$ cat config.mk
export PLATFORM = sky130hd
export DESIGN_NAME = jk_bank_arbiter
export DESIGN_NICKNAME = d
export VERILOG_FILES = /design/src/rtl/jk_bank_arbiter.sv
export SDC_FILE = /design/constraint.sdc
export NUM_CORES = 1
export LEC_CHECK = 0
export ABC_CLOCK_PERIOD_IN_PS = 1600
export BUFFER_PORTS_ARGS = -buffer_cell sky130_fd_sc_hd__buf_2
export CAP_MARGIN = 25
export CORE_ASPECT_RATIO = 1.1
export CORE_MARGIN = 2
export CORE_UTILIZATION = 47
export CTS_CLUSTER_SIZE = 28
export DETAILED_ROUTE_END_ITERATION = 8
export PLACE_DENSITY = 0.76
export SYNTH_ARGS = -nofsm -noshare
export SYNTH_HDL_FRONTEND = slang
export SYNTH_SLANG_ARGS = --single-unit
$ cat constraint.sdc
create_clock -name clk -period 1.6 [get_ports clk]
set_clock_uncertainty 0.05 [all_clocks]
set_input_delay 0.08 -clock clk [delete_from_list [all_inputs] [get_ports clk]]
set_output_delay 0.08 -clock clk [all_outputs]
set_load 0.02 [all_outputs]
$ cat src/rtl/jk_bank_arbiter.sv
// Round-robin arbiter/sequencer owning the j/k inputs of a WIDTH-bit JK cell bank.
// Optional JK_REPEAT_EN: adds rpt0/rpt1 so one grant applies its op rpt+1 times.
module jk_bank_arbiter #(
    parameter int unsigned WIDTH = 8
) (
    input  logic             clk,
    input  logic             reset,
    input  logic             req0,
    input  logic [1:0]       op0,
    input  logic [WIDTH-1:0] mask0,
    input  logic             req1,
    input  logic [1:0]       op1,
    input  logic [WIDTH-1:0] mask1,
`ifdef JK_REPEAT_EN
    input  logic [3:0]       rpt0,
    input  logic [3:0]       rpt1,
`endif
    output logic             gnt0,
    output logic             gnt1,
    output logic             busy,
    output logic             done,
    output logic [WIDTH-1:0] q,
    output logic [WIDTH-1:0] qb
);

    typedef enum logic [1:0] {
        S_IDLE  = 2'd0,
        S_GRANT = 2'd1,
        S_APPLY = 2'd2,
        S_DONE  = 2'd3
    } state_t;

    state_t           state_q, state_d;
    logic             rr_q, rr_d;
    logic [1:0]       op_q, op_d;
    logic [WIDTH-1:0] mask_q, mask_d;
    logic [WIDTH-1:0] q_q, q_d;
    logic             gnt0_q, gnt0_d;
    logic             gnt1_q, gnt1_d;
    logic             busy_q, busy_d;
    logic             done_q, done_d;
    logic             win1;
    logic [WIDTH-1:0] j_vec, k_vec, q_jk;

`ifdef JK_REPEAT_EN
    localparam int unsigned RPT_W = 4;
    logic [RPT_W-1:0] rpt_q, rpt_d;
`endif

    // rr_q=1 means requester 1 has priority on a tie
    assign win1 = req1 & (~req0 | rr_q);

    // JK characteristic equation applied to the latched command
    assign j_vec = mask_q & {WIDTH{op_q[1]}};
    assign k_vec = mask_q & {WIDTH{op_q[0]}};
    assign q_jk  = (j_vec & ~q_q) | (~k_vec & q_q);

    always_comb begin
        state_d = state_q;
        rr_d    = rr_q;
        op_d    = op_q;
        mask_d  = mask_q;
        q_d     = q_q;
        gnt0_d  = 1'b0;
        gnt1_d  = 1'b0;
        busy_d  = 1'b0;
        done_d  = 1'b0;
`ifdef JK_REPEAT_EN
        rpt_d   = rpt_q;
`endif
        case (state_q)
            S_IDLE: begin
                // Command is captured on the edge that enters GRANT, while req is still held
                if (req0 | req1) begin
                    state_d = S_GRANT;
                    busy_d  = 1'b1;
                    gnt0_d  = ~win1;
                    gnt1_d  = win1;
                    rr_d    = ~win1;
                    op_d    = win1 ? op1 : op0;
                    mask_d  = win1 ? mask1 : mask0;
`ifdef JK_REPEAT_EN
                    rpt_d   = win1 ? rpt1 : rpt0;
`endif
                end
            end
            S_GRANT: begin
                state_d = S_APPLY;
                busy_d  = 1'b1;
            end
            S_APPLY: begin
                q_d    = q_jk;
                busy_d = 1'b1;
`ifdef JK_REPEAT_EN
                if (rpt_q == RPT_W'(0)) begin
                    state_d = S_DONE;
                    done_d  = 1'b1;
                end else begin
                    rpt_d = rpt_q - RPT_W'(1);
                end
`else
                state_d = S_DONE;
                done_d  = 1'b1;
`endif
            end
            S_DONE: begin
                state_d = S_IDLE;
            end
            default: begin
                state_d = S_IDLE;
            end
        endcase
    end

    always_ff @(posedge clk or negedge reset) begin
        if (!reset) begin
            state_q <= S_IDLE;
            rr_q    <= 1'b0;
            op_q    <= 2'b00;
            mask_q  <= '0;
            q_q     <= '0;
            gnt0_q  <= 1'b0;
            gnt1_q  <= 1'b0;
            busy_q  <= 1'b0;
            done_q  <= 1'b0;
`ifdef JK_REPEAT_EN
            rpt_q   <= '0;
`endif
        end else begin
            state_q <= state_d;
            rr_q    <= rr_d;
            op_q    <= op_d;
            mask_q  <= mask_d;
            q_q     <= q_d;
            gnt0_q  <= gnt0_d;
            gnt1_q  <= gnt1_d;
            busy_q  <= busy_d;
            done_q  <= done_d;
`ifdef JK_REPEAT_EN
            rpt_q   <= rpt_d;
`endif
        end
    end

    assign gnt0 = gnt0_q;
    assign gnt1 = gnt1_q;
    assign busy = busy_q;
    assign done = done_q;
    assign q    = q_q;
    assign qb   = ~q_q;

endmodule

==> impl_metrics.csv, run 1 <==
group,metric,value,unit
outcome,outcome,"finished clean",
sta,setup_viol,0,
final_layout,n_fill_cell,175,
route,ant_nets,0,
setup_path,cp.arrival,1.66,ns
final_layout,area_growth_syn_to_layout,40.5,%
logic_synthesis,yosys.area.top_type,"dfrtp_1",
final_layout,layout.nets,208,
cts,ctsRootBufferMaster,"clkbuf_4",
pwr,peakVddDrop,0.00122,V
grt,grt_pass1_vias,1070,
final_layout,num_antenna_cells,0,
logic_synthesis,syn-mean-instance-area,9.72,sq um
setup_path,crit_type,"reg2reg",
grt,grt_max_degree,26,
route,routed_wl,2790,um
setup_path,cp-end-kind,"flip-flop",
route,drtPass1Iterations,4,
setup_path,worst_setup_path_start_kind,"flip-flop",
sta,hold_slack,0.113,ns
floorplanning,rows,18,
sta,period_share,0.938,
cts,cts_buffer_depth,2,
setup_path,worstPathMaxFanout,4,
cts,htree_num_levels,1,
route,drc,0,
setup_path,path_cells,"inv_1 -> ha_2 -> nor3b_4 -> mux2_2",
setup_path,critPathMaxStageDelay,0.41,ns
cts,cts_made_buffers,3,
route,vias_per_cell,5.17,
pwr,p_leak,0.788,nW
placement,dpl.hpwl,1770,um
logic_synthesis,synth_edf_count,0,
route,routed.top_layer,"met4",
floorplanning,die-area,2850,sq um
logic_synthesis,synth.net_count,146,
logic_synthesis,ys_ff_latch,25,
route,drt-initial-drc-count,25,
sta,hold_violations,0,
grt,grt_pass1_wl,4620,um
setup_path,slowest_stage,"dfrtp_1",
min_path,holdCritStartpoint,"req1",
grt,grt.total_usage,0.215,
logic_synthesis,yosys-top-cells-area,"dfrtp_1 (55%), a31oi_1 (9.8%), nor2_1 (4.6%), ha_1 (4.4%), nand3_1 (4.4%)",
cts,cts_setup_buffers,0,
logic_synthesis,synth.distinct_cells,21,
sta,relSlewSlack,0.642,
final_layout,drive_above_1_share,0.291,
sta,fmax,0.667,GHz
logic_synthesis,yosysSeqAreaShare,0.545,
logic_synthesis,syn_inst,118,
floorplanning,initial_core_util,0.504,
min_path,hp-class,"in2reg",
placement,io_buffer_count,43,
sta,rsz0062_at_grt,"false",
route,wl_met2,1470,um
logic_synthesis,synth_flop_cell,"dfrtp_1",
logic_synthesis,yosysWarnings,0,
floorplanning,die_w,51.1,um
route,wl_met3,124,um
route,via_count,1080,
cts,clkSinkCount,25,
placement,gp_congestion,0.748,
logic_synthesis,yosysTopAreaCellShare,0.545,
grt,antenna_found_initial,0,
grt,grt-ovfl-total,0,
setup_path,critPathRequiredTime,1.76,ns
route,wl_per_cell,13.4,um
setup_path,r2r_start,"state_q[0]",
sta,worst_slew_pin_slew,0.536,ns
cts,cts_tree,"done",
floorplanning,io_pins,44,
sta,drv_slew,0,
floorplanning,die_y,55.8,um
job,drv_cap,0,
cts,worstSkewPairLatency,0.31,ns
sta,fin_crit,1.50,ns
logic_synthesis,synthTopCellsByCount,"dfrtp_1 (25), a31oi_1 (18), nor2_1 (14)",
setup_path,startpoint,"state_q[0]",
route,wl_met1,1140,um
pwr,powerDensity,1800,nW/um^2
sta,setup_tns,0,ns
logic_synthesis,ys_async_sr_fraction,1.00,
cts,clkSlewWorstSetupHoldPaths,0.13,ns
floorplanning,coreArea,2270,sq um
logic_synthesis,yosysMostFrequentCell,"dfrtp_1",
logic_synthesis,netlist_area,1150,sq um
placed cells by master, fill, tap and decap left out:
cell,n
clkbuf_4,3
clkinv_2,1
dlygate4sd3_1,21
inv_1,11
a21oi_1,9
o21ai_1,10
and3_1,1
dfrtp_1,25
a31oi_1,18
nand2b_1,1
ha_2,1
nor3b_4,1
and2_1,1
buf_2,43
nor3_1,1
o21a_4,1
and2b_1,1
and2_2,1
mux2_2,1
nor2_1,14
nand3_1,10
a21boi_0,1
ha_1,3
critical path, delay by kind of cell, from the launching register on:
family | cells | cell delay [ns]
adders and majority gates | 1 | 0.22
buffers and inverters | 1 | 0.13
muxes | 1 | 0.36
and+or+nand+nor | 1 | 0.23
DFF | 1 | 0.41
final timing paths:
path / to / slack (ns) / depth (start not counted)
worst min register to register: q[6] / 0.44 / 1
worst max-delay path: state_q[1] / 0.1 / 4
worst max register to register: state_q[1] / 0.1 / 4
min in group asynchronous: q[2] / 0.21 / 2
worst min-delay path: mask_q[2] / 0.11 / 3
max in group asynchronous: op_q[0] / 0.94 / 2
flip-flops by register name (all words and copies together), names as in the netlist:
name     count
gnt0         1
done         1
state_q      2
gnt1         1
busy         1
q            8
op_q         2
rr_q         1
mask_q       8
kinds of logic (layout without fill, tap and decap cells):
logic type               count (synthesis)  count (layout)  share of synthesized area
multiplexers                             1               1                    0.00981
adder cells (fa/ha/maj)                  4               4                     0.0436
AO/OA/AOI/OAI                           39              39                      0.195
AND/OR/NAND/NOR                         31              31                      0.133
flip-flops                              25              25                      0.545
buffers and inverters                   18              79                     0.0731
stage by stage:
stage | util | instances | cell area (sq um) | setup WS (ns) | total power [mW]
3_5_place_dp | 0.597 | 184 | 1360 | 0.142 | 2.55
6_report | 0.708 | 209 | 1610 | 0.0999 | 2.90
2_1_floorplan | - | 118 | 1150 | 0.240 | 2.16
5_1_grt | 0.708 | 209 | 1610 | 0.000429 | 3.14
4_1_cts | 0.701 | 209 | 1600 | 0.118 | 2.85
3_3_place_gp | 0.597 | 184 | 1360 | 0.199 | 2.49
metal layers:
layer / global-route usage / vias up
li1: - / 536
met1: 0.237 / 500
met2: 0.395 / 38
met3: 0.0215 / 6
met4: 0.108 / 0
met5: 0 / -
power by group:
part | internal [mW] | total [mW] | switching (mW)
registers | 0.944 | 1.17 | 0.225
logic | 0.572 | 1.46 | 0.887
clock network | 0.0934 | 0.275 | 0.182
timing repair:
action,4_1_cts,5_1_grt
endpoints found under the hold margin,35,0
gates resized for setup,0,4
endpoints found under the setup margin,0,18
hold buffers,21,0
cell type report:
class | instances | area [sq um] | area share
inverter | 11 | 41.3 | 0.0256
clock inverter | 1 | 5.00 | 0.00311
timing repair buffer | 64 | 425 | 0.264
tap | 30 | 37.5 | 0.0233
clock buffer | 3 | 22.5 | 0.0140
sequential | 25 | 626 | 0.388
multi-input combinational | 75 | 454 | 0.282
Power figures use the tool's default switching activity.
==> inputs of run 2 (changes only) <==
- GPL_TIMING_DRIVEN: default -> 0
==> run 2 against run 1 <==
  * Via count up 3.0%
  * Critical endpoint unchanged
  * Wire length up 3.7%
  * Clock power up 2%
  * Critical path depth unchanged
  * Total power up 1.7%
  * Cell count up 2.9%
  * Hold slack worse by 0.075 ns
  * Worst setup slack worse by 0.037 ns
  * Clock-buffer cell count unchanged
  * Largest power group unchanged
  * Largest cell class unchanged
==> impl_metrics.csv, run 2 (synthesis gave the netlist of run 1 again) <==
group,metric,value,unit
outcome,outcome,"finished clean",
grt,grt_pass1_wl,4640,um
final_layout,multiInputGateArea,444,sq um
pwr,peakVddDrop,0.00120,V
min_path,hp-class,"in2reg",
setup_path,path_buf_inv,1,
grt,grt-ovfl-total,0,
setup_path,worstPathMaxFanout,4,
cts,cts_setup_buffers,0,
grt,grt.total_usage,0.213,
placement,dp_slack,0.101,ns
final_layout,drive_above_1_share,0.303,
setup_path,r2r_start,"state_q[0]",
min_path,min_path_cells,3,
grt,antenna_found_initial,0,
setup_path,crit_type,"reg2reg",
pwr,combinationalPowerShare,0.509,
setup_path,reg2reg_slack,0.06,ns
setup_path,slowest_stage,"dfrtp_1",
cts,worstSkewPairLatency,0.32,ns
floorplanning,rows,18,
sta,setup_viol,0,
floorplanning,io_pins,44,
sta,worst_slew_pin_slew,0.535,ns
route,via_count,1112,
setup_path,cp-end-kind,"flip-flop",
placement,dpl.hpwl,1840,um
route,ant_nets,0,
pwr,switchingPower,1.31,mW
final_layout,num_antenna_cells,0,
sta,hold_violations,0,
setup_path,crit_family,"flip-flops",
pwr,switching_share,0.444,
setup_path,worst_setup_path_start_kind,"flip-flop",
cts,cts_made_buffers,3,
pwr,powerDensity,1800,nW/um^2
grt,grt_pass1_vias,1029,
cts,clkSlewWorstSetupHoldPaths,0.13,ns
route,drtPass1Iterations,4,
final_layout,area_growth_syn_to_layout,43.2,%
placement,io_buffer_count,43,
route,vias_per_cell,5.17,
sta,hold_slack,0.0378,ns
route,drc,0,
floorplanning,die_w,51.1,um
cts,htree_num_levels,1,
final_layout,final_cell_mix,"buf_2 (46), dfrtp_1 (25), dlygate4sd3_1 (21)",
cts,cts_buffer_depth,2,
pwr,clkPwrFrac,0.095,
cts,cts_tree,"done",
placement,gp_congestion,0.765,
min_path,holdCritStartpoint,"req1",
setup_path,path_cells,"inv_1 -> ha_1 -> nor3b_4 -> mux2_2",
floorplanning,die_y,55.8,um
floorplanning,coreArea,2270,sq um
pwr,intPower,1.64,mW
setup_path,critPathMaxStageDelay,0.40,ns
sta,fin_ws,0.0630,ns
floorplanning,initial_core_util,0.504,
floorplanning,die-area,2850,sq um
final_layout,final_common_cell,"buf_2",
setup_path,r2r-end,"state_q[1]",
pwr,pwr-share-seq,0.396,
grt,grt_max_degree,26,
min_path,min_to,"mask_q[0]",
cts,clkSinkCount,25,
sta,fmax,0.651,GHz
job,drv_cap,0,
setup_path,cp.arrival,1.71,ns
route,drt-initial-drc-count,43,
sta,relSlewSlack,0.643,
final_layout,n_fill_cell,173,
sta,period_share,0.961,
final_layout,area.sequential,626,sq um
sta,drv_slew,0,
setup_path,critPathRequiredTime,1.77,ns
route,routed_wl,2900,um
setup_path,rr_worst_depth,4,
route,wl_per_cell,13.5,um
sta,fin_crit,1.54,ns
pwr,p_leak,0.816,nW
final_layout,layout.nets,214,
cts,ctsRootBufferMaster,"clkbuf_4",
==> run 2: final cells by class <==
cell class | count | share of cell area
buffer | 6 | 0.0251
clock buffer | 3 | 0.0137
clock inverter | 1 | 0.00305
inverter | 11 | 0.0251
multi-input combinational | 75 | 0.270
sequential | 25 | 0.381
tap | 30 | 0.0228
timing repair buffer | 64 | 0.259
==> run 2: power by group through the flow <==
| stage | Clock (mW) | Sequential (mW) | Combinational [mW] |
|---|---|---|---|
| floorplan | 0 | 1.32 | 0.842 |
| global placement | 0 | 1.16 | 1.40 |
| detailed placement | 0 | 1.18 | 1.44 |
| CTS | 0.282 | 1.17 | 1.49 |
| global route | 0.320 | 1.21 | 1.65 |
| finish | 0.281 | 1.17 | 1.50 |
==> run 2: stage by stage <==
step / TNS, ns / total power, mW / area, sq um / std cells / utilization
after global placement: 0 / 2.56 / 1400 / 191 / 0.616
after CTS: 0 / 2.94 / 1610 / 213 / 0.707
after floorplan: 0 / 2.16 / 1150 / 118 / -
after global routing: -0.0433 / 3.18 / 1640 / 215 / 0.722
final: 0 / 2.95 / 1640 / 215 / 0.722
after detailed placement: 0 / 2.63 / 1400 / 191 / 0.616
==> run 2: worst max-delay path by stage <==
stage                          start         end  slack [ns]  cells past startpoint
after floorplan           state_q[0]  state_q[1]        0.24                      4
after global placement    state_q[0]        q[4]        0.15                      5
after detailed placement  state_q[0]        q[2]        0.10                      5
after CTS                 state_q[0]        q[2]        0.07                      5
after global routing      state_q[0]  state_q[1]       -0.04                      4
final                     state_q[0]  state_q[1]        0.06                      4
==> run 2: routing by layer <==
metal / global-route usage / part of all wire / vias to the layer above
li1: - / - / 548
met1: 0.279 / 0.42 / 518
met2: 0.373 / 0.53 / 42
met3: 0.0242 / 0.047 / 4
met4: 0.0463 / 0.0055 / 0
met5: 0 / 0 / -
==> run 2: what timing repair did <==
| item | in CTS | in global routing |
|---|---|---|
| endpoints found under the hold margin | 34 | 2 |
| hold buffers | 18 | 3 |
| endpoints found under the setup margin | 0 | 9 |
| gates resized for setup | 0 | 2 |
==> run 2: worst min-delay path, cell delays in order <==
cell,delay [ns]
buf_2,0.14
nand3_1,0.07
a31oi_1,0.09
==> inputs of run 3 (changes only) <==
- HOLD_SLACK_MARGIN: default -> 0.06
==> run 3 against run 2 <==
  * Cell count up 0.93%
  * Wire length increased by 3.1%
  * Register-to-register slack better by 0.04 ns
  * Global-route usage grew 1.9 points
  * Largest cell class unchanged
  * Highest routed layer unchanged
==> impl_metrics.csv, run 3 (synthesis gave the netlist of run 1 again) <==
group,metric,value,unit
outcome,outcome,"finished clean",
sta,setup_tns,0,ns
pwr,clkPwrFrac,0.092,
min_path,hp-class,"in2reg",
final_layout,n_fill_cell,167,
grt,grt_pass1_vias,1072,
route,drt-initial-drc-count,36,
sta,fin_crit,1.50,ns
grt,grt_pass1_wl,5020,um
cts,cts_made_buffers,3,
grt,grt_max_degree,26,
route,drtPass1Iterations,4,
setup_path,crit_type,"reg2reg",
floorplanning,initial_core_util,0.504,
final_layout,drive_above_1_share,0.310,
final_layout,num_antenna_cells,0,
final_layout,final_cells,217,
cts,cts_buffer_depth,2,
floorplanning,rows,18,
sta,period_share,0.938,
pwr,peakVddDrop,0.00126,V
pwr,pwr-share-seq,0.397,
route,ant_nets,0,
placement,gp_congestion,0.765,
min_path,min_path_cells,3,
floorplanning,die_y,55.8,um
pwr,intPower,1.65,mW
floorplanning,die_w,51.1,um
pwr,p_leak,0.820,nW
sta,drv_slew,0,
pwr,power,2.97,mW
pwr,switching_share,0.447,
setup_path,rr_worst_depth,4,
final_layout,final_cell_mix,"buf_2 (47), dfrtp_1 (25), dlygate4sd3_1 (23)",
min_path,holdCritStartpoint,"req0",
route,wl_per_cell,13.8,um
sta,relSlewSlack,0.648,
sta,rsz0062_at_grt,"false",
setup_path,r2r_start,"state_q[1]",
floorplanning,die-area,2850,sq um
cts,worstSkewPairLatency,0.31,ns
pwr,combinationalPowerShare,0.510,
route,routed_wl,2980,um
final_layout,layout.nets,216,
route,drc,0,
setup_path,critPathRequiredTime,1.77,ns
min_path,min_to,"state_q[0]",
route,via_count,1117,
floorplanning,coreArea,2270,sq um
cts,htree_num_levels,1,
setup_path,worstPathMaxFanout,4,
cts,cts_tree,"done",
cts,ctsRootBufferMaster,"clkbuf_4",
setup_path,cp.arrival,1.67,ns
placement,dpl.hpwl,1840,um
grt,grt-ovfl-total,0,
setup_path,worst_setup_path_start_kind,"flip-flop",
sta,setup_viol,0,
final_layout,area.sequential,626,sq um
setup_path,r2r-end,"state_q[1]",
sta,fmax,0.666,GHz
cts,clkSlewWorstSetupHoldPaths,0.14,ns
route,vias_per_cell,5.15,
cts,clkSinkCount,25,
final_layout,final_common_cell,"buf_2",
setup_path,cp-end-kind,"flip-flop",
job,drv_cap,0,
sta,hold_violations,0,
pwr,powerDensity,1790,nW/um^2
placement,io_buffer_count,43,
floorplanning,io_pins,44,
final_layout,multiInputGateArea,447,sq um
grt,grt.total_usage,0.232,
cts,cts_setup_buffers,0,
final_layout,area_growth_syn_to_layout,44.9,%
placement,dp_cells,191,
sta,worst_slew_pin_slew,0.528,ns
setup_path,reg2reg_slack,0.1,ns
pwr,switchingPower,1.33,mW
grt,antenna_found_initial,0,
## run 3: cell count changes in the layout (fill, tap and decap cells not counted), sizes merged
cell	before	now
dlygate4sd3	21	23
buf	48	49
clkbuf	4	3
## run 3: final cells by class
type,instances,area share
Buffer,6,0.0233
Clock buffer,3,0.0135
Clock inverter,1,0.00301
Inverter,11,0.0248
Multi-Input combinational cell,75,0.269
Sequential cell,25,0.376
Tap cell,30,0.0226
Timing Repair Buffer,66,0.268
## run 3: metrics by stage
stage | util | cell area (sq um) | setup slack [ns] | hold slack, ns
global route | 0.731 | 1660 | 0.0377 | 0.0910
finish | 0.731 | 1660 | 0.0992 | 0.0860
detailed placement | 0.616 | 1400 | 0.101 | 0.0478
floorplan | - | 1150 | 0.240 | -0.266
global placement | 0.616 | 1400 | 0.154 | 0.0372
CTS | 0.729 | 1660 | 0.0656 | 0.0678
## run 3: layer usage
metal / GRT usage / up-vias / share of wire
li1: - / 555 / -
met1: 0.309 / 519 / 0.42
met2: 0.395 / 39 / 0.52
met3: 0.0269 / 4 / 0.042
met4: 0.0618 / 0 / 0.016
met5: 0 / - / 0
## run 3: power groups by stage
stage | combinational, mW | clock, mW | sequential, mW
global route | 1.66 | 0.316 | 1.22
CTS | 1.50 | 0.282 | 1.17
finish | 1.52 | 0.275 | 1.18
floorplan | 0.842 | 0 | 1.32
detailed placement | 1.44 | 0 | 1.18
global placement | 1.40 | 0 | 1.16
## run 3: worst max-delay path by stage
stage               start    endpoint  slack [ns]
2_1_floorplan  state_q[0]  state_q[1]        0.24
3_3_place_gp   state_q[0]        q[4]        0.15
3_5_place_dp   state_q[0]        q[2]        0.10
4_1_cts        state_q[0]        q[2]        0.07
5_1_grt        state_q[1]   mask_q[7]        0.04
6_report       state_q[1]  state_q[1]         0.1
## run 3: repair_timing
item | 4_1_cts | 5_1_grt
endpoints found under the hold margin | 36 | 0
hold buffers | 23 | 0
endpoints found under the setup margin | 0 | 9
gates resized for setup | 0 | 3
## run 3: critical path, cell delays in order, from the launching register on
cell     delay [ns]
dfrtp_1        0.44
inv_1          0.10
ha_1           0.20
nor3b_4        0.25
mux2_2         0.36
